<file path="src/rtl/mips_lsu_pkg.sv">
// rtl/mips_lsu_pkg.sv - shared encodings, lane widths and FSM states for the load/store unit
package mips_lsu_pkg;

    localparam logic [1:0] SZ_BYTE = 2'b00;
    localparam logic [1:0] SZ_HALF = 2'b01;
    localparam logic [1:0] SZ_WORD = 2'b10;

    localparam int BYTE_W = 8;
    localparam int HALF_W = 16;
    localparam int WORD_W = 32;

    typedef enum logic [2:0] {
        ST_IDLE,
        ST_ACCESS,
        ST_READ,
        ST_WRITE,
        ST_RESP
    } state_e;

    // Reserved size or an access not aligned to its own width.
    function automatic logic req_error(input logic [1:0] size, input logic [1:0] off);
        case (size)
            SZ_BYTE: req_error = 1'b0;
            SZ_HALF: req_error = off[0];
            SZ_WORD: req_error = (off != 2'b00);
            default: req_error = 1'b1;
        endcase
    endfunction

endpackage

</file>
<file path="src/rtl/lsu_lane.sv">
// rtl/lsu_lane.sv - little-endian lane extract/extend for loads and lane merge for stores
module lsu_lane
    import mips_lsu_pkg::*;
(
    input  logic [1:0]        offset_i,
    input  logic [1:0]        size_i,
    input  logic              signed_i,
    input  logic [WORD_W-1:0] word_i,
    input  logic [WORD_W-1:0] wdata_i,
    output logic [WORD_W-1:0] load_o,
    output logic [WORD_W-1:0] merge_o
);

    logic [BYTE_W-1:0] byte_lane;
    logic [HALF_W-1:0] half_lane;

    always_comb begin
        byte_lane = word_i[{offset_i, 3'b000} +: BYTE_W];
        half_lane = offset_i[1] ? word_i[31:16] : word_i[15:0];
        load_o    = word_i;
        merge_o   = wdata_i;
        case (size_i)
            SZ_BYTE: begin
                load_o  = {{(WORD_W-BYTE_W){signed_i & byte_lane[BYTE_W-1]}}, byte_lane};
                merge_o = word_i;
                merge_o[{offset_i, 3'b000} +: BYTE_W] = wdata_i[BYTE_W-1:0];
            end
            SZ_HALF: begin
                load_o  = {{(WORD_W-HALF_W){signed_i & half_lane[HALF_W-1]}}, half_lane};
                merge_o = word_i;
                merge_o[{offset_i[1], 4'b0000} +: HALF_W] = wdata_i[HALF_W-1:0];
            end
            default: ;
        endcase
    end

endmodule

</file>
<file path="src/rtl/mips_lsu.sv">
// rtl/mips_lsu.sv - load/store unit FSM driving a word-wide RAM, sub-word stores via read-modify-write
// Optional LSU_TRACE_EN: prints one trace line per response.
module mips_lsu
    import mips_lsu_pkg::*;
#(
    parameter int ADDR_W = 32,
    parameter int DATA_W = 32
) (
    input  logic              clk,
    input  logic              rst_n,
    input  logic              req_valid,
    output logic              req_ready,
    input  logic              req_we,
    input  logic [1:0]        req_size,
    input  logic              req_signed,
    input  logic [ADDR_W-1:0] req_addr,
    input  logic [DATA_W-1:0] req_wdata,
    output logic              resp_valid,
    output logic [DATA_W-1:0] resp_rdata,
    output logic              resp_err,
    output logic              mem_we,
    output logic [ADDR_W-1:0] mem_addr,
    output logic [DATA_W-1:0] mem_din,
    input  logic [DATA_W-1:0] mem_dout
);

    state_e            state_q, state_d;
    logic              we_q, we_d;
    logic [1:0]        size_q, size_d;
    logic              signed_q, signed_d;
    logic              err_q, err_d;
    logic [ADDR_W-1:0] addr_q, addr_d;
    logic [DATA_W-1:0] wdata_q, wdata_d;
    logic [DATA_W-1:0] rdata_q, rdata_d;
    logic [DATA_W-1:0] merged_q, merged_d;
    logic [DATA_W-1:0] lane_load, lane_merge;

    lsu_lane u_lane (
        .offset_i (addr_q[1:0]),
        .size_i   (size_q),
        .signed_i (signed_q),
        .word_i   (mem_dout),
        .wdata_i  (wdata_q),
        .load_o   (lane_load),
        .merge_o  (lane_merge)
    );

    always_comb begin
        state_d  = state_q;
        we_d     = we_q;
        size_d   = size_q;
        signed_d = signed_q;
        err_d    = err_q;
        addr_d   = addr_q;
        wdata_d  = wdata_q;
        rdata_d  = rdata_q;
        merged_d = merged_q;
        case (state_q)
            ST_IDLE: begin
                if (req_valid) begin
                    we_d     = req_we;
                    size_d   = req_size;
                    signed_d = req_signed;
                    addr_d   = req_addr;
                    wdata_d  = req_wdata;
                    err_d    = req_error(req_size, req_addr[1:0]);
                    if (err_d) begin
                        rdata_d = '0;
                        state_d = ST_RESP;
                    end else if (req_we && req_size != SZ_WORD) begin
                        state_d = ST_READ;
                    end else begin
                        state_d = ST_ACCESS;
                    end
                end
            end
            ST_ACCESS: begin
                rdata_d = we_q ? '0 : lane_load;
                state_d = ST_RESP;
            end
            ST_READ: begin
                merged_d = lane_merge;
                state_d  = ST_WRITE;
            end
            ST_WRITE: begin
                rdata_d = '0;
                state_d = ST_RESP;
            end
            ST_RESP:  state_d = ST_IDLE;
            default:  state_d = ST_IDLE;
        endcase
    end

    always_ff @(posedge clk or negedge rst_n) begin
        if (!rst_n) begin
            state_q  <= ST_IDLE;
            we_q     <= 1'b0;
            size_q   <= 2'b00;
            signed_q <= 1'b0;
            err_q    <= 1'b0;
            addr_q   <= '0;
            wdata_q  <= '0;
            rdata_q  <= '0;
            merged_q <= '0;
        end else begin
            state_q  <= state_d;
            we_q     <= we_d;
            size_q   <= size_d;
            signed_q <= signed_d;
            err_q    <= err_d;
            addr_q   <= addr_d;
            wdata_q  <= wdata_d;
            rdata_q  <= rdata_d;
            merged_q <= merged_d;
        end
    end

    // Write enable decodes straight from state so an async reset kills it at once.
    assign req_ready  = (state_q == ST_IDLE);
    assign resp_valid = (state_q == ST_RESP);
    assign resp_err   = (state_q == ST_RESP) && err_q;
    assign resp_rdata = rdata_q;
    assign mem_we     = ((state_q == ST_ACCESS) && we_q) || (state_q == ST_WRITE);
    assign mem_addr   = {addr_q[ADDR_W-1:2], 2'b00};
    assign mem_din    = (state_q == ST_WRITE) ? merged_q : wdata_q;

`ifdef LSU_TRACE_EN
    always @(posedge clk) begin
        if (state_q == ST_RESP) begin
            $display("INFO: LSU %s size=%0d addr=0x%08X data=0x%08X err=%0d",
                     we_q ? "ST" : "LD", size_q, addr_q, we_q ? wdata_q : rdata_q, err_q);
            if (err_q && size_q != 2'b11)
                $display("WARNING: LSU misaligned addr %08X", addr_q);
        end
    end
`endif

endmodule

</file>
<file path="config.mk">
export PLATFORM = sky130hd
export DESIGN_NAME = mips_lsu
export DESIGN_NICKNAME = d
export VERILOG_FILES = /design/src/rtl/mips_lsu_pkg.sv /design/src/rtl/lsu_lane.sv /design/src/rtl/mips_lsu.sv
export SDC_FILE = /design/constraint.sdc
export NUM_CORES = 1
export LEC_CHECK = 0
export BUFFER_PORTS_ARGS = -buffer_cell sky130_fd_sc_hd__buf_2
export CAP_MARGIN = 20
export CORE_MARGIN = 3
export CORE_UTILIZATION = 58
export CTS_BUF_LIST = sky130_fd_sc_hd__clkbuf_8
export DETAILED_ROUTE_END_ITERATION = 6
export PLACE_DENSITY = 0.94
export SLEW_MARGIN = 10
export SYNTH_ARGS = -nofsm -noshare
export SYNTH_HDL_FRONTEND = slang
export SYNTH_SLANG_ARGS = --single-unit
</file>
<file path="constraint.sdc">
create_clock -name clk -period 5.3 [get_ports clk]
set_input_delay 0.53 -clock clk [delete_from_list [all_inputs] [get_ports clk]]
set_output_delay 0.53 -clock clk [all_outputs]
set_load 0.005 [all_outputs]
</file>
== Word level (Yosys, flattened, before mapping) ==
Index checks and enable logic that the tools add are counted.

* Reductions and logical operators: 12
* Mux-type cells: 17
* $add $sub $neg: 2
* Bitwise gates (word level): 2
* Eq/ne operators: 10
* Shift operators: 5

{| class="wikitable"
|+ Operator list
! kind !! number
|-
| $mux W32 || 4
|-
| $pmux W32 S2 || 2
|-
| $pmux W32 S3 || 1
|-
| $bwmux W32 || 2
|-
| $shift A16 B7 Y32 const A || 1
|-
| $shift A8 B7 Y32 const A || 1
|-
| $shiftx A16 B7 Y32 || 1
|-
| $shiftx A32 B6 Y8 || 1
|-
| $shiftx A8 B7 Y32 || 1
|-
| $mux W16 || 1
|-
| $neg A5 Y7 || 2
|-
| $pmux W3 S3 || 1
|-
| $eq A3 B2 Y1 const B || 2
|-
| $mux W3 || 2
|-
| $eq A2 B1 Y1 const B || 2
|-
| $logic_not A2 Y1 || 2
|-
| $ne A2 B2 Y1 const B || 2
|-
| $eq A3 B1 Y1 const B || 1
|-
| $eq A3 B3 Y1 const B || 1
|-
| $logic_and A1 B1 Y1 || 3
|-
| $logic_not A3 Y1 || 1
|-
| $pmux W1 S3 || 1
|-
| $reduce_and A3 Y1 || 1
|-
| $reduce_bool A3 Y1 || 1
|-
| other kinds (9) || 11
|}

* Flip-flop bits (word level): 136
* Input bits: 103
* Logic and storage cells: 57
* Output and inout port bits: 100

== Longest topological paths before layout ==
Gate-level depths: netlist of the first run.

* Depth after elaboration: 7
* Mapped depth: 9
* Gate-level depth less buffers: 6

== By module ==
Synthesis of the first run repeated with hierarchy kept, for this count alone.

* Cells, all modules: 716
* Area total of the unflattened synthesis: 7744.9 µm²

{| class="wikitable"
|+ Modules (own cells, without submodules)
! module !! sequential area each (µm²) !! instances !! cells an instance !! area each (µm²)
|-
| mips_lsu || 3403.3 || 1 || 440 || 5845.6
|-
| lsu_lane || 0.0 || 1 || 276 || 1899.3
|}

== Least setup slack after synthesis of the first run ==
No wires, ideal clock.

* Kind: register to register
* From: reg addr_q[0]
* To: reg merged_q[14]
* Arrival time: 2023 ps
* Slack: 3141 ps
* Path buffers: 2
* Data required time: 5164 ps
* Cell stages (with the launch flop): 9
* Library setup time: 136 ps
* Period minus slack after synthesis: 2159 ps
* Path through: dfrtp_1 > buf_2 > inv_1 > ha_1 > and4b_1 > clkbuf_1 > a22o_1 > a222oi_1 > o21ai_0

* Cells in the longest elaborated chain, start to end: 4
* Elaborated cells between the ends (all ways): 5
* Those cells by class: 1 x add/sub; 2 x shift; 2 x mux

{| class="wikitable"
|+ Ends and longest elaborated chain
! element !! line !! text
|-
| start, declared || mips_lsu.sv:32 || <nowiki>logic [ADDR_W-1:0] addr_q, addr_d;</nowiki>
|-
| start signal, assigned || mips_lsu.sv:111 || <nowiki>addr_q <= addr_d;</nowiki>
|-
| $neg A5 Y7 * || lsu_lane.sv:26 || <nowiki>merge_o[{offset_i, 3'b000} +: BYTE_W] = wdata_i[BYTE_W-1:0];</nowiki>
|-
| $shiftx A8 B7 Y32 / $shift A8 B7 Y32 (equally long branches) || lsu_lane.sv:26 ||
|-
| $bwmux W32 * || lsu_lane.sv:26 ||
|-
| $pmux W32 S2 * || lsu_lane.sv:22 || <nowiki>case (size_i)</nowiki>
|-
| end signal, assigned || mips_lsu.sv:114 || <nowiki>merged_q <= merged_d;</nowiki>
|-
| end, declared || mips_lsu.sv:35 || <nowiki>logic [DATA_W-1:0] merged_q, merged_d;</nowiki>
|}

Mark *: on every way between the ends. The rest lies on a longest branch, timed or not.
A chain may end at the register's enable or synchronous reset.

== Worst setup path after layout of the first run ==
* From: reg addr_q[1]
* To: reg merged_q[27]

* Cells in the longest elaborated chain, start to end: 4
* Elaborated cells between the ends (all ways): 9
* Those cells by class: 2 x add/sub; 4 x shift; 3 x mux

{| class="wikitable"
|+ Ends and longest elaborated chain
! element !! line !! text
|-
| $neg A5 Y7 (on tied branches) || lsu_lane.sv:31, lsu_lane.sv:26 ||
|-
| $shiftx A16 B7 Y32, or another cell as far along || lsu_lane.sv:31 || <nowiki>merge_o[{offset_i[1], 4'b0000} +: HALF_W] = wdata_i[HALF_W-1:0];</nowiki>
|-
| $bwmux W32 (on tied branches) || lsu_lane.sv:31, lsu_lane.sv:26 ||
|-
| $pmux W32 S2 * || lsu_lane.sv:22 ||
|}

Marked as above.

==> results_dict.tcl, run 1 <==
set metrics [dict create \
    outcome "finished, final reports clean" \
    synth-seq-area-share 0.478 \
    initial_utilization 0.607 \
    post_cts_hold_buffer_count 0 \
    worstPathBufferInverterCount 1 \
    grt_pass1_wl_um 32500 \
    layout-drive-gt1-share 0.473 \
    fin_tns_setup_ns 0 \
    area_share_of_fa_ha_maj_cells_after_synthesis 0.00879 \
    globalRoute.totalOverflow 0 \
    placed_cells_incl_taps 880 \
    netlist_area_um2 7110 \
    power.share.sequential 0.397 \
    postCtsSetupBuffers 0 \
    cp_data_arrival_time_ns 3.26 \
    critical_path.max_stage_delay_ns 0.88 \
    setup_viol 0 \
    clk_transition_reported_paths_ns 0.08 \
    grt_setup_unrepaired "false" \
    final_standard_cell_count_with_taps_included_and_fillers_excluded 912 \
    antenna-diode-count 0 \
    synthTopCellsByCount "136 x sky130_fd_sc_hd__dfrtp_1, 99 x sky130_fd_sc_hd__mux2_2, 48 x sky130_fd_sc_hd__nand2_1" \
    post_synth_mux_area_share 0.187 \
    yosys.cell_count.top_type "sky130_fd_sc_hd__dfrtp_1" \
    dp_hpwl_um 15000 \
    route.detailed.wl_per_inst_um 23.5 \
    starting_drt_drc_count 566 \
    p_leak_nw 3.82 \
    first_global_vias 5911 \
    count_of_buffers_inserted_at_the_top_level_ports 200 \
    cts-root-buf "sky130_fd_sc_hd__clkbuf_8" \
    cpLargestDelayFamily "flip-flops" \
    overall_power_w 0.00523 \
    timing.final.hold_violations 0 \
    first_pass_iters 6 \
    die_w_um 117 \
    power_density_nw_per_um2 629 \
    antenna_found_initial 0 \
    combinational_family_with_the_most_area_after_synthesis "multiplexers" \
    setup.worst_path.start "addr_q[1]" \
    number_of_max_cap_violations 0 \
    synth_simple_gate_area_frac 0.0737 \
    critical-path-slowest-cell "sky130_fd_sc_hd__dfrtp_1" \
    cts.repair.resized 0 \
    cts_tree "done" \
    final.setup_skew_ns 0.0101 \
    clk_path_buf_depth 2 \
    reg2reg_from "addr_q[1]" \
    postSynthRegisterBits 136 \
    synth_area_in_xor_xnor 0 \
    internal_power_w 0.00317 \
    timing.final.crit_share 0.546 \
    routabilityCongestion 0.946 \
    clock_power_share 0.169 \
    synth-edff-count 0 \
    grt_use_met3 0.0860 \
    htree_levels 4 \
    fp.dieArea_um2 13600 \
    timing_worst_setup_path_type "flip-flop to flip-flop" \
    syn_to_final_growth_pct 16.8 \
    ir_drop_mv 0.422 \
    fp_rows 39 \
    floorplan.die.height_um 117 \
    remaining_drc_errors 0 \
    postSynthCellCount 606 \
    timing.critical_path.cells "inv_1 -> ha_1 -> nor4bb_2 -> a22o_1 -> nand2_1 -> a31oi_1" \
    number_of_vias_per_cell_after_detailed_routing 6.53 \
    via_count_of_the_routed_design 5952 \
    reg2reg_to "merged_q[27]" \
    crit_path_end_kind "flip-flop" \
    critical_path.endpoint "merged_q[27]" \
    holdCritPathClass "input port to async pin" \
    yosysWarnings 0 \
    power_switching_share 0.393 \
    synth_top_cell_by_area "sky130_fd_sc_hd__dfrtp_1" \
    cts-buffers-inserted 17 \
    critical_path.startpoint_type "flip-flop" \
    design.portCount 203 \
    grt_util_met1 0.418 \
    antenna_left 0 \
    grt.busiest_layer "met2" \
    power.switching_w 0.00205 \
    detail_route.wirelength_um 21400 \
    ys.flop_type "sky130_fd_sc_hd__dfrtp_1" \
    crit_cells 6 \
    insertion_delay_of_the_later_clocked_pin_in_the_worst_skew_pair_ns 0.45 \
    syn_area_per_cell_um2 11.7 \
    slew-limit-headroom 0.301 \
    synth_top_area_share 0.478 \
    cp_max_fo 18 \
    worst_hold_slack_ns 0.106 \
    synth_area_leaders "sky130_fd_sc_hd__dfrtp_1 48%, sky130_fd_sc_hd__mux2_2 16%, sky130_fd_sc_hd__buf_4 4.3%" \
    globalRouteTotalUtil 0.319 \
    comb_power_share 0.434 \
    final-max-slew-violation-count 0 \
    placeableCoreArea_um2 11700 \
    groute.layer.met2.usage 0.500 \
    r2r.worst_path.cells 6 \
    synth.lib_cells_used.distinct 46 \
    finish.net_count 864 \
    final.min_clock_period_ns 2.89 \
    numClockSinks 136 \
    cp_data_required_time_ns 5.67 \
    tightest_pin_transition_ns 1.05 \
    largest_net_degree_at_the_start_of_global_routing 79 \
    register_to_register_setup_slack_ns 2.41 \
    fmax_mhz 346 \
    synth_async_sr_flop_share 1.00 \
    synth_compound_area_frac 0.177 \
]
## kinds of logic (layout without fill, tap and decap cells)
family                     Yosys count  after routing
AOI/OAI and AO/OA                  152            152
adders and majority gates            5              5
buffers and inverters               87            249
DFF                                136            136
muxes                              110            110
other                                1              2
and+or+nand+nor                    115            115
## worst min path at each step
stage                    end           from  depth (start not counted)  slack [ns]
6_report           addr_q[4]          rst_n                          1        0.11
3_5_place_dp   resp_rdata[9]  resp_rdata[9]                          1        0.47
2_1_floorplan      addr_q[0]          rst_n                          0        0.23
3_3_place_gp     merged_q[8]    merged_q[8]                          2        0.47
5_1_grt         merged_q[25]          rst_n                          1        0.13
4_1_cts            addr_q[4]          rst_n                          1        0.12
## flip-flops by register name (all words and copies together), names as in the netlist
register and count:
addr_q 32, err_q 1, merged_q 32, resp_rdata 32
signed_q 1, size_q 2, state_q 3, wdata_q 32
we_q 1
## metrics by stage
| stage | instance area (um^2) | setup slack, ns | util |
|---|---|---|---|
| after floorplan | 7120 | 3.14 | - |
| after global placement | 7880 | 2.34 | 0.673 |
| after detailed placement | 7880 | 2.23 | 0.673 |
| after CTS | 8300 | 2.13 | 0.708 |
| after global routing | 8310 | 2.23 | 0.710 |
| final | 8310 | 2.41 | 0.710 |
## worst register-to-register path: stages, from the launching register on
cell                       delay, ns
sky130_fd_sc_hd__dfrtp_1        0.88
sky130_fd_sc_hd__inv_1          0.26
sky130_fd_sc_hd__ha_1           0.39
sky130_fd_sc_hd__nor4bb_2       0.80
sky130_fd_sc_hd__a22o_1         0.24
sky130_fd_sc_hd__nand2_1        0.05
sky130_fd_sc_hd__a31oi_1        0.18
## per-layer routing
layer / vias up / routed length [um]
li1: 2550 / -
met1: 2933 / 8210
met2: 396 / 10200
met3: 73 / 2160
met4: 0 / 797
met5: - / 0
## power by group through the flow
| stage | clock, W | sequential, W | combinational [W] |
|---|---|---|---|
| after global routing | 0.000941 | 0.00213 | 0.00248 |
| after CTS | 0.000895 | 0.00205 | 0.00226 |
| after floorplan | 0 | 0.00183 | 0.00175 |
| after global placement | 0 | 0.00203 | 0.00216 |
| after detailed placement | 0 | 0.00206 | 0.00224 |
| final | 0.000882 | 0.00207 | 0.00227 |
## area by class of cell
type / instances / area, um^2
clock buffers: 22 / 303
inverters: 9 / 33.8
multi-input cells: 384 / 3210
flip-flops and latches: 136 / 3400
clock inverters: 10 / 118
repair buffers: 208 / 1070
well taps: 143 / 179
fillers: 823 / 3400
## cell usage in the layout, fill, tap and decap left out, types with 3 or more instances in the layout
cell                           n
sky130_fd_sc_hd__a21oi_1       4
sky130_fd_sc_hd__a221o_1      15
sky130_fd_sc_hd__a221oi_1     24
sky130_fd_sc_hd__a221oi_2      6
sky130_fd_sc_hd__a222oi_1      8
sky130_fd_sc_hd__a22o_1       26
sky130_fd_sc_hd__a31oi_1      18
sky130_fd_sc_hd__and2_1        3
sky130_fd_sc_hd__buf_2       199
sky130_fd_sc_hd__buf_4         8
sky130_fd_sc_hd__clkbuf_8     22
sky130_fd_sc_hd__clkinvlp_4    3
sky130_fd_sc_hd__dfrtp_1     136
sky130_fd_sc_hd__ha_1          5
sky130_fd_sc_hd__inv_1        10
sky130_fd_sc_hd__mux2_2       99
sky130_fd_sc_hd__mux2i_1       3
sky130_fd_sc_hd__mux4_2        7
sky130_fd_sc_hd__nand2_1      48
sky130_fd_sc_hd__nor2_1       44
sky130_fd_sc_hd__nor3_1        4
sky130_fd_sc_hd__o21ai_0      22
sky130_fd_sc_hd__o221ai_1      7
sky130_fd_sc_hd__o2bb2ai_1    14
No activity file was read; power rests on OpenSTA's default activity.
==> inputs of run 2 (changes only) <==
--- a/config.mk
+++ b/config.mk
@@ -5,13 +5,14 @@
 export SDC_FILE = /design/constraint.sdc
 export NUM_CORES = 1
 export LEC_CHECK = 0
+export ABC_AREA = 1
 export BUFFER_PORTS_ARGS = -buffer_cell sky130_fd_sc_hd__buf_2
 export CAP_MARGIN = 20
 export CORE_MARGIN = 3
-export CORE_UTILIZATION = 58
+export CORE_UTILIZATION = 50
 export CTS_BUF_LIST = sky130_fd_sc_hd__clkbuf_8
 export DETAILED_ROUTE_END_ITERATION = 6
-export PLACE_DENSITY = 0.94
+export PLACE_DENSITY = 0.85
 export SLEW_MARGIN = 10
 export SYNTH_ARGS = -nofsm -noshare
 export SYNTH_HDL_FRONTEND = slang
==> constraint.sdc (replaced) <==
create_clock -name clk -period 2.49 [get_ports clk]
set_input_delay 0.249 -clock clk [delete_from_list [all_inputs] [get_ports clk]]
set_output_delay 0.249 -clock clk [all_outputs]
set_load 0.005 [all_outputs]
==> results_dict.tcl, run 2 <==
set metrics [dict create \
    synth_area_leaders "sky130_fd_sc_hd__dfrtp_1 42%, sky130_fd_sc_hd__nand2_1 20%, sky130_fd_sc_hd__o21ai_0 7.2%" \
    power.share.sequential 0.345 \
    syn_to_final_growth_pct 21.1 \
    cts-buffers-inserted 17 \
    yosys.cell_count.top_type "sky130_fd_sc_hd__nand2_1" \
    min_path_cells 3 \
    highest_layer "met4" \
    timing.final.hold_violations 0 \
    antenna-diode-count 0 \
    detailedPlace.worstSlack_ns 0.486 \
    synth.lib_cells_used.distinct 32 \
    cp_data_required_time_ns 2.24 \
    routedLengthMet1_um 10400 \
    antenna_left 0 \
    netlist_area_um2 8130 \
    postSynthCellCount 1195 \
    syn_area_per_cell_um2 6.80 \
    wl_met2_um 12300 \
    comb_power_share 0.518 \
    final.setup_skew_ns 0.0138 \
    clk_path_buf_depth 2 \
    critical_path.startpoint_type "flip-flop" \
    synth-edff-count 0 \
    r2r.worst_path.cells 8 \
    globalRoute.totalOverflow 0 \
    postSynthRegisterBits 136 \
    insertion_delay_of_the_later_clocked_pin_in_the_worst_skew_pair_ns 0.45 \
    design.portCount 203 \
    critical-path-slowest-cell "sky130_fd_sc_hd__dfrtp_1" \
    grt_pass1_wl_um 41400 \
    routabilityCongestion 0.952 \
    number_of_max_cap_violations 0 \
    layout_common_cells "436 x sky130_fd_sc_hd__nand2_1, 199 x sky130_fd_sc_hd__buf_2, 138 x sky130_fd_sc_hd__nor2_1" \
    final_common_cell "sky130_fd_sc_hd__nand2_1" \
    fp_rows 45 \
    fp.dieArea_um2 17800 \
    globalRouteTotalUtil 0.289 \
    postCtsSetupBuffers 0 \
    clock_power_share 0.137 \
    final_standard_cell_count_with_taps_included_and_fillers_excluded 1615 \
    cp_max_fo 37 \
    timing_worst_setup_path_type "flip-flop to output pin" \
    detail_route.wirelength_um 25600 \
    multi_input_area_um2 3740 \
    slew-limit-headroom 0.432 \
    synth_async_sr_flop_share 1.00 \
    setup_slack_ns 0.202 \
    sequential_cell_area_um2 3400 \
    finish.net_count 1499 \
    numClockSinks 136 \
    htree_levels 4 \
    critical_path.max_stage_delay_ns 0.42 \
    floorplan.die.height_um 134 \
    placed_cells_incl_taps 1529 \
    tightest_pin_transition_ns 0.851 \
    internal_power_w 0.00599 \
    antenna_found_initial 0 \
    placeableCoreArea_um2 15500 \
    fin_tns_setup_ns 0 \
    ir_drop_mv 1.01 \
    count_of_buffers_inserted_at_the_top_level_ports 200 \
    cts_tree "done" \
    final-max-slew-violation-count 0 \
    remaining_drc_errors 0 \
    reg2reg_to "merged_q[22]" \
    outcome "finished, final reports clean" \
    overall_power_w 0.0115 \
    reg2reg_from "addr_q[1]" \
    starting_drt_drc_count 745 \
    worstPathBufferInverterCount 4 \
    dp_hpwl_um 17700 \
    timing.final.crit_share 0.919 \
    final.min_clock_period_ns 2.29 \
    crit_path_end_kind "output pin" \
    cp_data_arrival_time_ns 2.04 \
    cpLargestDelayFamily "buffers and inverters" \
    power_switching_share 0.477 \
    layout-drive-gt1-share 0.189 \
    number_of_vias_per_cell_after_detailed_routing 5.23 \
    min_from "req_wdata[4]" \
    hold_path_end "wdata_q[4]" \
    initial_utilization 0.523 \
    synth_top_area_share 0.419 \
    via_count_of_the_routed_design 8439 \
    first_pass_iters 6 \
    register_to_register_setup_slack_ns 0.40 \
    synthTopCellsByCount "436 x sky130_fd_sc_hd__nand2_1, 138 x sky130_fd_sc_hd__nor2_1, 136 x sky130_fd_sc_hd__dfrtp_1" \
    detailroute.wirelength.met3_um 2410 \
    yosysWarnings 0 \
    cts-root-buf "sky130_fd_sc_hd__clkbuf_8" \
    ys.flop_type "sky130_fd_sc_hd__dfrtp_1" \
    clk_transition_reported_paths_ns 0.07 \
    largest_net_degree_at_the_start_of_global_routing 90 \
    setup_viol 0 \
    timing.critical_path.cells "inv_1 -> nor2_1 -> nand2_1 -> buf_6 -> buf_6 -> nand2_1 -> o21ai_0 -> buf_2" \
    power_density_nw_per_um2 1160 \
    first_global_vias 8001 \
    route.detailed.wl_per_inst_um 15.9 \
    grt_setup_unrepaired "false" \
    holdCritPathClass "input port to flip-flop" \
    synth_top_cell_by_area "sky130_fd_sc_hd__dfrtp_1" \
    power.switching_w 0.00548 \
    p_leak_nw 5.52 \
    synth-seq-area-share 0.419 \
    fill_cells 1397 \
    die_w_um 134 \
    fmax_mhz 437 \
]
[run 2: changes by cell type in the layout (fill, tap and decap cells not counted), moves of 18 or more]
cell                            delta
sky130_fd_sc_hd__nand3_1          +43
sky130_fd_sc_hd__nor2_1           +94
sky130_fd_sc_hd__mux2_2           -99
sky130_fd_sc_hd__a22o_1           -26
sky130_fd_sc_hd__a221oi_1         -24
sky130_fd_sc_hd__o21ai_0          +95
sky130_fd_sc_hd__a21oi_1          +69
sky130_fd_sc_hd__dlygate4sd3_1    +54
sky130_fd_sc_hd__nand2_1         +388
sky130_fd_sc_hd__a31oi_1          -18
sky130_fd_sc_hd__inv_1           +102
[run 2: worst max path at each step]
| stage | slack, ns | cells past startpoint | start | to |
|---|---|---|---|---|
| 6_report | 0.20 | 8 | state_q[0] | mem_din[0] |
| 2_1_floorplan | 0.37 | 12 | addr_q[1] | merged_q[2] |
| 3_5_place_dp | 0.49 | 8 | addr_q[1] | merged_q[22] |
| 4_1_cts | 0.05 | 8 | state_q[0] | mem_din[0] |
| 3_3_place_gp | 0.51 | 8 | addr_q[1] | merged_q[22] |
| 5_1_grt | 0.01 | 8 | state_q[0] | mem_din[0] |
[run 2: metrics by stage]
stage               cell area [um^2]  utilization  hold slack, ns
floorplan                       8140            -         -0.0466
global placement                8970        0.577           0.186
detailed placement              8970        0.577           0.180
CTS                             9840        0.633        0.000705
global route                    9850        0.634         0.00882
finish                          9850        0.634          0.0257
[run 2: cell type report]
| cell class | instances | area share |
|---|---|---|
| tap | 211 | 0.0268 |
| inverter | 111 | 0.0426 |
| clock buffer | 19 | 0.0266 |
| sequential | 136 | 0.346 |
| multi-input combinational | 855 | 0.380 |
| timing repair buffer | 270 | 0.171 |
| clock inverter | 13 | 0.00686 |
[run 2: power groups by stage]
stage	registers, W	clock network (W)	logic (W)
2_1_floorplan	0.00372	0	0.00446
3_3_place_gp	0.00390	0	0.00565
3_5_place_dp	0.00394	0	0.00579
4_1_cts	0.00391	0.00160	0.00588
5_1_grt	0.00406	0.00170	0.00670
6_report	0.00396	0.00157	0.00594
[run 2: kinds of logic after synthesis]
logic type | count (synthesis) | share of synthesized area
and+or+nand+nor | 639 | 0.317
AOI/OAI and AO/OA | 209 | 0.134
buffers and inverters | 205 | 0.122
DFF | 136 | 0.419
adders and majority gates | 5 | 0.00769
other | 1 | 0.000461
[run 2: per-layer routing]
layer / GRT usage / vias to the layer above
met4: 0.0880 / 0
met3: 0.0604 / 44
li1: - / 4075
met2: 0.478 / 438
met1: 0.383 / 3882
met5: 0 / -
[run 2: worst min-delay path, delay by kind of cell]
family,cells,cell delay [ns]
buf+inv,1,0.07
compound gates,1,0.06
simple gates,1,0.04
[run 2: timing repair]
| action | 4_1_cts | 5_1_grt |
|---|---|---|
| gates resized for setup | 0 | 2 |
| hold endpoints to repair | 93 | 0 |
| setup endpoints to repair | 0 | 15 |
| hold buffers | 54 | 0 |
==> inputs of run 3 (changes only) <==
--- a/config.mk
+++ b/config.mk
@@ -16,4 +16,5 @@
 export SLEW_MARGIN = 10
 export SYNTH_ARGS = -nofsm -noshare
 export SYNTH_HDL_FRONTEND = slang
+export SYNTH_HIERARCHICAL = 1
 export SYNTH_SLANG_ARGS = --single-unit
==> results_dict.tcl, run 3 <==
set metrics [dict create \
    timing.critical_path.cells "inv_2 -> nor2_2 -> nand2_1 -> buf_4 -> nand2_1 -> nand2_1 -> buf_2" \
    final.min_clock_period_ns 2.24 \
    cts_tree "done" \
    synth-edff-count 0 \
    postCtsSetupBuffers 0 \
    ir_drop_mv 0.920 \
    holdCritPathClass "input port to flip-flop" \
    syn_to_final_growth_pct 25.1 \
    final_common_cell "sky130_fd_sc_hd__nand2_1" \
    final.setup_skew_ns 0.0102 \
    postSynthRegisterBits 136 \
    p_leak_nw 5.71 \
    critical_path.max_stage_delay_ns 0.44 \
    timing.final.crit_share 0.898 \
    insertion_delay_of_the_later_clocked_pin_in_the_worst_skew_pair_ns 0.45 \
    critical_path.startpoint_type "flip-flop" \
    grt_pass1_wl_um 40600 \
    clk_transition_reported_paths_ns 0.08 \
    globalRouteTotalUtil 0.291 \
    htree_levels 4 \
    placeableCoreArea_um2 15300 \
    finish.net_count 1474 \
    cts.repair.resized 0 \
    fp.dieArea_um2 17300 \
    cp_max_fo 21 \
    initial_utilization 0.514 \
    first_global_vias 7819 \
    register_to_register_setup_slack_ns 0.43 \
    crit_path_end_kind "output pin" \
    synthTopCellsByCount "626 x sky130_fd_sc_hd__nand2_1, 136 x sky130_fd_sc_hd__dfrtp_1, 75 x sky130_fd_sc_hd__inv_1" \
    routabilityCongestion 0.963 \
    first_pass_iters 5 \
    starting_drt_drc_count 817 \
    multi_input_area_um2 3610 \
    synth.lib_cells_used.distinct 29 \
    tightest_pin_transition_ns 0.739 \
    postSynthCellCount 1159 \
    synth_top_cell_by_area "sky130_fd_sc_hd__dfrtp_1" \
    final-max-slew-violation-count 0 \
    synth_top_area_share 0.432 \
    dp_hpwl_um 17200 \
    fp_rows 45 \
    cts-root-buf "sky130_fd_sc_hd__clkbuf_8" \
    die_w_um 132 \
    setup_viol 0 \
    largest_net_degree_at_the_start_of_global_routing 75 \
    detail_route.wirelength_um 24900 \
    synth-seq-area-share 0.432 \
    synth_async_sr_flop_share 1.00 \
    clk_path_buf_depth 2 \
    timing_worst_setup_path_type "flip-flop to output pin" \
    via_count_of_the_routed_design 8146 \
    cp_data_required_time_ns 2.24 \
    antenna-diode-count 0 \
    slew-limit-headroom 0.507 \
    power_density_nw_per_um2 1220 \
    yosysWarnings 6 \
    ys.flop_type "sky130_fd_sc_hd__dfrtp_1" \
    timing.final.hold_violations 0 \
    fin_tns_setup_ns 0 \
    antenna_left 0 \
    layout_common_cells "625 x sky130_fd_sc_hd__nand2_1, 199 x sky130_fd_sc_hd__buf_2, 136 x sky130_fd_sc_hd__dfrtp_1" \
    cts-buffers-inserted 17 \
    grt_setup_unrepaired "false" \
    synth_area_leaders "sky130_fd_sc_hd__dfrtp_1 43%, sky130_fd_sc_hd__nand2_1 30%, sky130_fd_sc_hd__nand3_1 4.7%" \
    number_of_vias_per_cell_after_detailed_routing 5.12 \
    yosys.cell_count.top_type "sky130_fd_sc_hd__nand2_1" \
    globalRoute.totalOverflow 0 \
    route.detailed.wl_per_inst_um 15.6 \
    fmax_mhz 447 \
    floorplan.die.height_um 132 \
    remaining_drc_errors 0 \
    outcome "finished, final reports clean" \
    critical-path-slowest-cell "sky130_fd_sc_hd__dfrtp_1" \
    netlist_area_um2 7880 \
    critical-path-top-cell-by-count "sky130_fd_sc_hd__nand2_1" \
    fill_cells 1399 \
    number_of_max_cap_violations 0 \
    numClockSinks 136 \
    overall_power_w 0.0120 \
    antenna_found_initial 0 \
    sequential_cell_area_um2 3400 \
    cp_data_arrival_time_ns 1.99 \
    design.portCount 203 \
    post_cts_hold_buffer_count 62 \
    syn_area_per_cell_um2 6.80 \
    count_of_buffers_inserted_at_the_top_level_ports 200 \
    layout-drive-gt1-share 0.198 \
]
[run 3: changes by cell type in the layout (fill, tap and decap cells not counted), moves of 5 or more]
| cell | change |
|---|---|
| sky130_fd_sc_hd__a22oi_1 | +8 |
| sky130_fd_sc_hd__nand3_1 | +30 |
| sky130_fd_sc_hd__buf_4 | +5 |
| sky130_fd_sc_hd__a21oi_1 | -47 |
| sky130_fd_sc_hd__o21ai_0 | -65 |
| sky130_fd_sc_hd__inv_1 | -37 |
| sky130_fd_sc_hd__dlygate4sd3_1 | +8 |
| sky130_fd_sc_hd__o211ai_1 | -8 |
| sky130_fd_sc_hd__nand2_1 | +189 |
| sky130_fd_sc_hd__nor2_2 | -5 |
| sky130_fd_sc_hd__o22ai_1 | +16 |
| sky130_fd_sc_hd__nand4_1 | +8 |
| sky130_fd_sc_hd__nor2_1 | -133 |
[run 3: final cells by class]
class                      instances  share of cell area
clock buffer                      21              0.0293
clock inverter                    11              0.0146
inverter                          83              0.0319
multi-input combinational        845               0.367
sequential                       136               0.345
tap                              211              0.0268
timing repair buffer             283               0.185
[run 3: routing by layer]
layer / vias up / routed length [um] / global-route usage
li1: 3992 / - / -
met1: 3725 / 10600 / 0.391
met2: 371 / 11500 / 0.464
met3: 58 / 2120 / 0.0739
met4: 0 / 675 / 0.0939
met5: - / 0 / 0
[run 3: final timing paths]
| check | startpoint | depth (start not counted) | endpoint |
|---|---|---|---|
| worst max register to register | addr_q[0] | 8 | merged_q[29] |
| worst min register to register | resp_rdata[5] | 2 | resp_rdata[5] |
| worst min-delay path | req_addr[1] | 3 | addr_q[1] |
| max in group asynchronous | rst_n | 3 | merged_q[28] |
| min in group asynchronous | rst_n | 2 | resp_rdata[31] |
| worst max-delay path | state_q[0] | 7 | mem_din[17] |
[run 3: logic make-up after synthesis]
logic type                 share of synthesized area
buffers and inverters                          0.111
DFF                                            0.432
and+or+nand+nor                                0.369
other                                       0.000476
AOI/OAI and AO/OA                             0.0804
adders and majority gates                    0.00794
[run 3: stage by stage]
| stage | std cells | worst slack (ns) | hold WS (ns) | instance area [um^2] | util |
|---|---|---|---|---|---|
| after global routing | 1590 | 0.0679 | 0.0478 | 9850 | 0.643 |
| final | 1590 | 0.253 | 0.0469 | 9850 | 0.643 |
| after floorplan | 1160 | 0.515 | -0.0466 | 7880 | - |
| after CTS | 1590 | 0.235 | 0.0150 | 9850 | 0.643 |
| after global placement | 1496 | 0.556 | 0.242 | 8800 | 0.574 |
| after detailed placement | 1496 | 0.485 | 0.246 | 8800 | 0.574 |
[run 3: power by group]
| part | total (W) | internal (W) | switching [W] | leakage, nW |
|---|---|---|---|---|
| logic | 0.00598 | 0.00219 | 0.00378 | 3.76 |
| registers | 0.00410 | 0.00322 | 0.000881 | 1.73 |
| clock network | 0.00197 | 0.00110 | 0.000873 | 0.222 |
[run 3: worst max-delay path, delay by kind of cell (launching register included)]
kind	cells	cell delay, ns
AND/OR/NAND/NOR	4	0.55
buffers and inverters	3	0.54
flip-flops	1	0.44
